<file path="config.mk">
export PLATFORM = sky130hd
export DESIGN_NAME = mage_run_ctrl
export DESIGN_NICKNAME = d
export VERILOG_FILES = /design/src/rtl/mage_run_ctrl.sv
export SDC_FILE = /design/constraint.sdc
export NUM_CORES = 1
export LEC_CHECK = 0
export ABC_AREA = 1
export ABC_CLOCK_PERIOD_IN_PS = 2900
export CORE_ASPECT_RATIO = 1.1
export CORE_MARGIN = 3
export CORE_UTILIZATION = 45
export CTS_BUF_LIST = sky130_fd_sc_hd__clkbuf_8
export DETAILED_ROUTE_END_ITERATION = 7
export HOLD_SLACK_MARGIN = 0.05
export PLACE_DENSITY_LB_ADDON = 0.08
export SYNTH_ARGS = -nofsm -noshare
export SYNTH_HDL_FRONTEND = slang
export SYNTH_SLANG_ARGS = --single-unit
export TNS_END_PERCENT = 30
</file>
<file path="constraint.sdc">
create_clock -name clk_i -period 2.9 [get_ports clk_i]
set_input_delay 0.725 -clock clk_i [delete_from_list [all_inputs] [get_ports clk_i]]
set_output_delay 0.725 -clock clk_i [all_outputs]
set_load 0.1 [all_outputs]
</file>
<file path="src/rtl/mage_run_ctrl.sv">
// Run controller for one Mage kernel execution: gates each DMA channel's FIFO
// handshake, counts accepted beats down to zero and reports completion, or
// flags an error on an empty start or a stalled PEA (watchdog).
module mage_run_ctrl #(
  parameter int unsigned N_DMA_CH = 4,
  parameter int unsigned CNT_W    = 16,
  parameter int unsigned TO_W     = 20
) (
  input  logic                      clk_i,
  input  logic                      rst_n_i,
  input  logic                      start_i,
  input  logic                      abort_i,
  input  logic                      status_clr_i,
  input  logic [N_DMA_CH-1:0]       ch_en_i,
  input  logic [N_DMA_CH*CNT_W-1:0] ch_len_i,
  input  logic [N_DMA_CH-1:0]       beat_i,
  output logic [N_DMA_CH-1:0]       gate_o,
  output logic [N_DMA_CH-1:0]       ch_done_o,
  output logic                      busy_o,
  output logic                      done_o,
  output logic                      err_o,
  output logic                      irq_o
);

  typedef enum logic [2:0] {StIdle, StArm, StRun, StDone, StErr} state_e;

  state_e                           state_q;
  logic [N_DMA_CH-1:0]              en_q;
  logic [N_DMA_CH-1:0][CNT_W-1:0]   rem_q;
  logic [TO_W-1:0]                  wd_q;
  logic                             irq_q;

  logic [N_DMA_CH-1:0]              left;
  logic [N_DMA_CH-1:0]              gate;
  logic [N_DMA_CH-1:0]              accept;
  logic                             any_accept;
  logic                             all_zero;
  logic                             wd_hit;

  // Decode gating, accepted beats and run-end conditions from registered state.
  always_comb begin
    left = '0;
    for (int i = 0; i < int'(N_DMA_CH); i++) begin
      left[i] = (rem_q[i] != '0);
    end
    gate       = (state_q == StRun) ? (en_q & left) : '0;
    accept     = beat_i & gate;
    any_accept = |accept;
    all_zero   = ((en_q & left) == '0);
    // Next idle increment lands on all-ones.
    wd_hit     = !any_accept && (wd_q == ~TO_W'(1));
  end

  // Run sequencer: state, latched enables, beat counters, watchdog and irq pulse.
  always_ff @(posedge clk_i or negedge rst_n_i) begin
    if (!rst_n_i) begin
      state_q <= StIdle;
      en_q    <= '0;
      rem_q   <= '0;
      wd_q    <= '0;
      irq_q   <= 1'b0;
    end else begin
      irq_q <= 1'b0;
      case (state_q)
        StIdle, StDone: begin
          if ((state_q == StDone) && status_clr_i) begin
            state_q <= StIdle;
          end else if (start_i) begin
            en_q <= ch_en_i;
            if (|ch_en_i) begin
              state_q <= StArm;
            end else begin
              state_q <= StErr;
              irq_q   <= 1'b1;
            end
          end
        end
        StArm: begin
          for (int i = 0; i < int'(N_DMA_CH); i++) begin
            rem_q[i] <= en_q[i] ? ch_len_i[i*CNT_W +: CNT_W] : '0;
          end
          wd_q    <= '0;
          state_q <= abort_i ? StIdle : StRun;
        end
        StRun: begin
          for (int i = 0; i < int'(N_DMA_CH); i++) begin
            // Gate is only high while rem is non-zero, so this never wraps.
            if (accept[i]) rem_q[i] <= rem_q[i] - CNT_W'(1);
          end
          wd_q <= any_accept ? '0 : wd_q + TO_W'(1);
          if (abort_i) begin
            state_q <= StIdle;
          end else if (all_zero) begin
            state_q <= StDone;
            irq_q   <= 1'b1;
          end else if (wd_hit) begin
            state_q <= StErr;
            irq_q   <= 1'b1;
          end
        end
        StErr: begin
          if (status_clr_i) state_q <= StIdle;
        end
        default: state_q <= StIdle;
      endcase
    end
  end

  // Status outputs decoded from registers only.
  always_comb begin
    gate_o    = gate;
    ch_done_o = (state_q inside {StRun, StDone, StErr}) ? (en_q & ~left) : '0;
    busy_o    = (state_q == StArm) || (state_q == StRun);
    done_o    = (state_q == StDone);
    err_o     = (state_q == StErr);
    irq_o     = irq_q;
  end

endmodule

</file>
# Word-level counts from Yosys, hierarchy flattened

Cells that the tools add are included.

Multiplexer cells: 29
Reduce and logical (&&, ||, !) cells: 21
Bitwise gates (word level): 5
Add/subtract/negate cells: 5
Eq/ne operators: 12

Operators by type and width:

| operator                                                               | count |
|---|---|
| 16-bit two-way mux                                                     | 8 |
| 64-bit one-hot mux with 2 select lines                                 | 1 |
| 16-bit nonzero test                                                    | 4 |
| 16-bit by 1-bit subtractor with 16-bit output (second input constant)  | 4 |
| 20-bit one-hot mux with 2 select lines                                 | 1 |
| 3-bit two-way mux                                                      | 7 |
| 20-bit by 1-bit adder with 20-bit output (second input constant)       | 1 |
| 20-bit equality test (second input constant)                           | 1 |
| 20-bit two-way mux                                                     | 1 |
| 4-bit bitwise AND                                                      | 3 |
| 3-bit one-hot mux with 4 select lines                                  | 1 |
| 2-bit != test (second input constant)                                  | 5 |
| 4-bit two-way mux                                                      | 2 |
| 2-bit AND reduction                                                    | 4 |
| 4-bit OR reduction                                                     | 2 |
| 3-bit by 2-bit equality test with 1-bit output (second input constant) | 2 |
| 1-bit two-way mux                                                      | 6 |
| 3-bit AND reduction                                                    | 2 |
| 4-bit zero test                                                        | 1 |
| 4-bit != test (second input constant)                                  | 1 |
| 4-bit NOT                                                              | 1 |
| 3-bit by 1-bit equality test with 1-bit output (second input constant) | 1 |
| 3-bit equality test (second input constant)                            | 1 |
| 3-bit zero test                                                        | 1 |
| other kinds (10)                                                       | 11 |

Register bits after elaboration: 92
Input bits: 77
Output and inout bits: 12
Logic and storage cells: 80

# Depth between registers and ports, before layout

Word-level depth: 11
Gate-level depth with buffers: 13
Gate-level depth less buffers: 13

# Worst setup path before layout

OpenSTA, ideal clock, no wires.

Path type: reg-to-output
From: register state_q[0]
To: output ch_done_o[3]
Required time: 2.175 ns
Stages on the path, launching flop included: 4
Data arrival time: 6.154 ns
Path buffers: 0
Setup slack: -3.979 ns
Cells stage by stage: dfrtp_1 -> nor3_1 -> a21oi_1 -> nor4b_1

Word-level cells in the longest chain between the ends: 3
Elaborated cells between the ends (all ways): 5
Those cells by class: eq/ne: 3; mux: 1; reduce/logical: 1

RTL lines:

| item                   | line | text |
|---|---|---|
| from (decl)            | 27   | `state_e state_q;` |
| from (signal assigned) | 57   | `state_q <= StIdle;` |
| from (signal assigned) | 67   | `state_q <= StIdle;` |
| from (signal assigned) | 71   | `state_q <= StArm;` |
| 3-bit equality test    | -    |  |
| via err_o              | 21   | `output logic err_o,` |
| 3-bit nonzero test     | 112  | `ch_done_o = (state_q inside {StRun, StDone, StErr}) ? (en_q & ~left) : '0;` |
| 4-bit two-way mux      | 112  |  |
| to (decl)              | 18   | `output logic [N_DMA_CH-1:0] ch_done_o,` |

The timed path passes the listed nets, and every way through them passes these cells.

# Worst setup path in the final report

From: register rem_q[0] (netlist bit)
To: output ch_done_o[0]

Word-level cells in the longest chain between the ends: 4

RTL lines:

| item                              | line | text |
|---|---|---|
| from (decl)                       | 29   | `logic [N_DMA_CH-1:0][CNT_W-1:0] rem_q;` |
| from (signal, indexed assignment) | 80   | `rem_q[i] <= en_q[i] ? ch_len_i[i*CNT_W +: CNT_W] : '0;` |
| from (signal, indexed assignment) | 88   | `if (accept[i]) rem_q[i] <= rem_q[i] - CNT_W'(1);` |
| 16-bit nonzero test               | 44   | `left[i] = (rem_q[i] != '0);` |
| 4-bit NOT                         | 112  |  |
| 4-bit bitwise AND                 | 112  |  |
| 4-bit two-way mux                 | 112  |  |

Every way passes these cells.

==> impl_metrics.csv <==
group,metric,value,unit
layout,nets,969,
global_route,antenna_found_initial,0,
drt,dr_total_vias,5821,
timing,setup_tns,0,ns
clock_tree,clk_latency,0.38,ns
flow_run,drv_cap,0,
critical_path,cp.arrival,2.04,ns
critical_path,cp-start-kind,"flop",
layout,fill_cells,1243,
synthesis,synth_area,5950,um2
drt,vias_per_cell,5.55,
timing,hold_viol_final,0,
pwr,leakagePower,0.00321,uW
die,design.core.area,12800,um2
global_route,grtUsageMet2,36.3,%
hold_path,hp-class,"in2async",
layout,area_growth,23.3,%
synthesis,ys_ff_latch,92,
synthesis,synth_adder_area_share,1.26,%
synthesis,yosys_warnings,0,
die,die_w,116,um
timing,final.period_utilization,95.5,%
global_route,grt_max_degree,53,
clock_tree,cts-resized-gates,0,
synthesis,synth_cells,804,
critical_path,path_buf_inv,2,
die,fp.dieH,127,um
synthesis,synth_compound_gate_area_share,20.5,%
timing,drv_slew,0,
critical_path,required,2.17,ns
drt,wl,16200,um
timing,skew,0.0162,ns
timing,setup_viol_count_final,0,
pwr,powerDensity,1040,nW/um2
layout,final_util,57.6,%
pwr,seq_power_share,29.5,%
global_route,grtUsageMet1,30.7,%
clock_tree,path_clk_slew,0.10,ns
drt,drc,0,
timing,max-slew-margin-rel,61.9,%
die,io_pins,89,
clock_tree,postCtsSetupRepairBufs,0,
pwr,internal-power,3780,uW
clock_tree,holdBufCountCts,0,
synthesis,synthMuxAreaShare,1.01,%
critical_path,cp_slowest_cell,"dfrtp_1",
critical_path,max_stage_delay,0.39,ns
timing,fmax,361,MHz
die,die_area,14600,um2
pwr,power_frac_clock,14.4,%
clock_tree,cts_sinks,92,
pwr,switching_share,50.3,%
global_route,grt.total_usage,22.5,%
critical_path,crit_fanout,5,
synthesis,avgSynthCellArea,7.40,um2
clock_tree,cts_tree,"built",
synthesis,synth-simple-area-share,26.7,%
global_route,grt.overflow.total,0,
outcome,status,"finished clean",
layout,fin_area,7340,um2
synthesis,synth-main-ff-cell,"dfrtp_1",
synthesis,async_flop_share,100,%
layout,drive_gt1_share,10.4,%
drt,wire_per_inst,15.4,um
clock_tree,clk_root_buffer_cell,"clkbuf_8",
clock_tree,clock_tree.buffer_depth,2,
critical_path,r2r_cells,9,
synthesis,synth_top_family_by_area,"simple AND/OR/NAND/NOR gates",
clock_tree,cts_max_level,3,
timing,rsz0062_at_grt,"false",
placement,place.gp.congestion,0.880,
synthesis,synth_xor_xnor_area_share,2.50,%
die,start_util,46.7,%
timing,finalCriticalPeriod,2.77,ns
synthesis,synth_cell_types,44,
synthesis,yosysSeqAreaShare,38.7,%
pwr,ir_worst_vdd,0.962,mV
critical_path,crit_cells,7,
placement,hpwlAfterDp,11700,um
critical_path,crit_chain,"inv_1, ha_1, nand3_1, nor2_1, nand2_1, nor3b_4, buf_12",
global_route,top_usage_layer,"met2",
timing,worst_pin_slew,0.571,ns
placement,portBuffers,88,
pwr,combPwrFrac,56.2,%
critical_path,cp-end-kind,"primary output",
critical_path,crit_family,"simple AND/OR/NAND/NOR gates",
drt,drt_iter0_drc,445,
die,fp-row-count,43,
synthesis,synth-edff-count,0,
placement,placedInstanceArea,7090,um2
critical_path,critical_path_class,"reg2out",
global_route,grt_pass1_wl,26900,um
pwr,p_sw,3820,uW
synthesis,synth.net_count,887,
layout,n_antenna_cell,0,
global_route,met3_usage,3.34,%
timing,hold_slack,0.335,ns
global_route,grt_pass1_vias,5651,
clock_tree,cts_buffers,9,
drt,dr.pass1.iters,5,
drt,drtAntennaViolNets,0,
layout make-up:
cell class	count	area [um2]	area share [%]
flip-flops and latches	92	2300	31.4
repair buffers	96	1030	14.1
clock inverters	6	111	1.52
clock buffers	10	138	1.88
well taps	157	196	2.68
multi-input cells	583	3160	43.1
inverters	104	393	5.35
worst paths after layout:
| check | slack [ns] | endpoint | from |
|---|---|---|---|
| max | 0.13 | ch_done_o[0] | rem_q[0] |
| min | 0.34 | rem_q[34] | rst_n_i |
| max reg2reg | 0.55 | rem_q[37] | state_q[2] |
| min reg2reg | 0.49 | rem_q[63] | rem_q[63] |
| max in group asynchronous | 1.87 | state_q[1] | rst_n_i |
| min in group clk_i | 0.49 | rem_q[63] | rem_q[63] |
cells by family (layout without fill, tap and decap cells):
logic type / Yosys count / after routing
AOI/OAI and AO/OA: 206 / 206
xor gates and xnor gates: 17 / 17
adders and majority gates: 6 / 6
buffers and inverters: 129 / 216
DFF: 92 / 92
muxes: 4 / 4
and+or+nand+nor: 350 / 350
metrics by stage:
step	power, uW	instances	setup WS [ns]
floorplan	5440	804	-0.474
global placement	6330	1032	0.628
detailed placement	6460	1032	0.579
CTS	7570	1048	0.140
global route	8230	1048	0.0329
finish	7600	1048	0.131
placed cells by master (no fill, tap or decap), types with 6 or more instances in the layout:
master / n
o22ai_2: 6
clkbuf_8: 10
buf_4: 11
ha_1: 6
buf_12: 10
nand4_1: 15
a31oi_1: 16
nand2_2: 9
a21oi_1: 62
nor2_2: 8
xor2_1: 12
o22ai_1: 22
nand2_1: 146
dfrtp_1: 91
inv_1: 97
nor2_1: 103
a22oi_1: 15
o21ai_0: 65
nor3_1: 13
nand3_1: 34
clkdlybuf4s50_1: 75
a32oi_1: 7
inv_2: 6
sequential cells by signal (all words and copies together), names as in the netlist:
signal and flops:
rem_q 64, en_q 4, wd_q 20, state_q 3
irq_o 1
power by group through the flow:
stage | Sequential (uW) | Combinational, uW | Clock, uW
CTS | 2230 | 4240 | 1100
global route | 2300 | 4790 | 1150
global placement | 2220 | 4110 | 0
floorplan | 2140 | 3310 | 0
detailed placement | 2250 | 4210 | 0
finish | 2240 | 4270 | 1090
cell usage after synthesis, types with 3 or more instances:
master / instances / area, um2
nand2_1: 146 / 548
nor2_1: 103 / 387
inv_1: 98 / 368
dfrtp_1: 92 / 2300
o21ai_0: 65 / 325
a21oi_1: 63 / 315
nand3_1: 34 / 170
o22ai_1: 22 / 138
a31oi_1: 16 / 100
a22oi_1: 15 / 113
nand4_1: 15 / 93.8
nor3_1: 14 / 70.1
buf_2: 13 / 65.1
xor2_1: 12 / 105
nand2_2: 9 / 56.3
nor2_2: 8 / 50.1
a32oi_1: 7 / 61.3
buf_6: 6 / 67.6
ha_1: 6 / 75.1
o22ai_2: 6 / 75.1
inv_2: 5 / 18.8
nor4_1: 5 / 31.3
xnor2_1: 5 / 43.8
clkbuf_1: 4 / 15.0
mux2_4: 4 / 60.1
nand2_4: 3 / 33.8
nor2_4: 3 / 33.8
nor3b_1: 3 / 22.5
o21ai_1: 3 / 15.0
layer usage:
layer	vias up	part of all wire [%]	wire length, um
met3	27	4.8	777
met5	-	0	0
met2	160	47	7640
met4	0	2.2	357
met1	2766	46	7410
li1	2868	-	-
(Power assumes the default switching activity.)
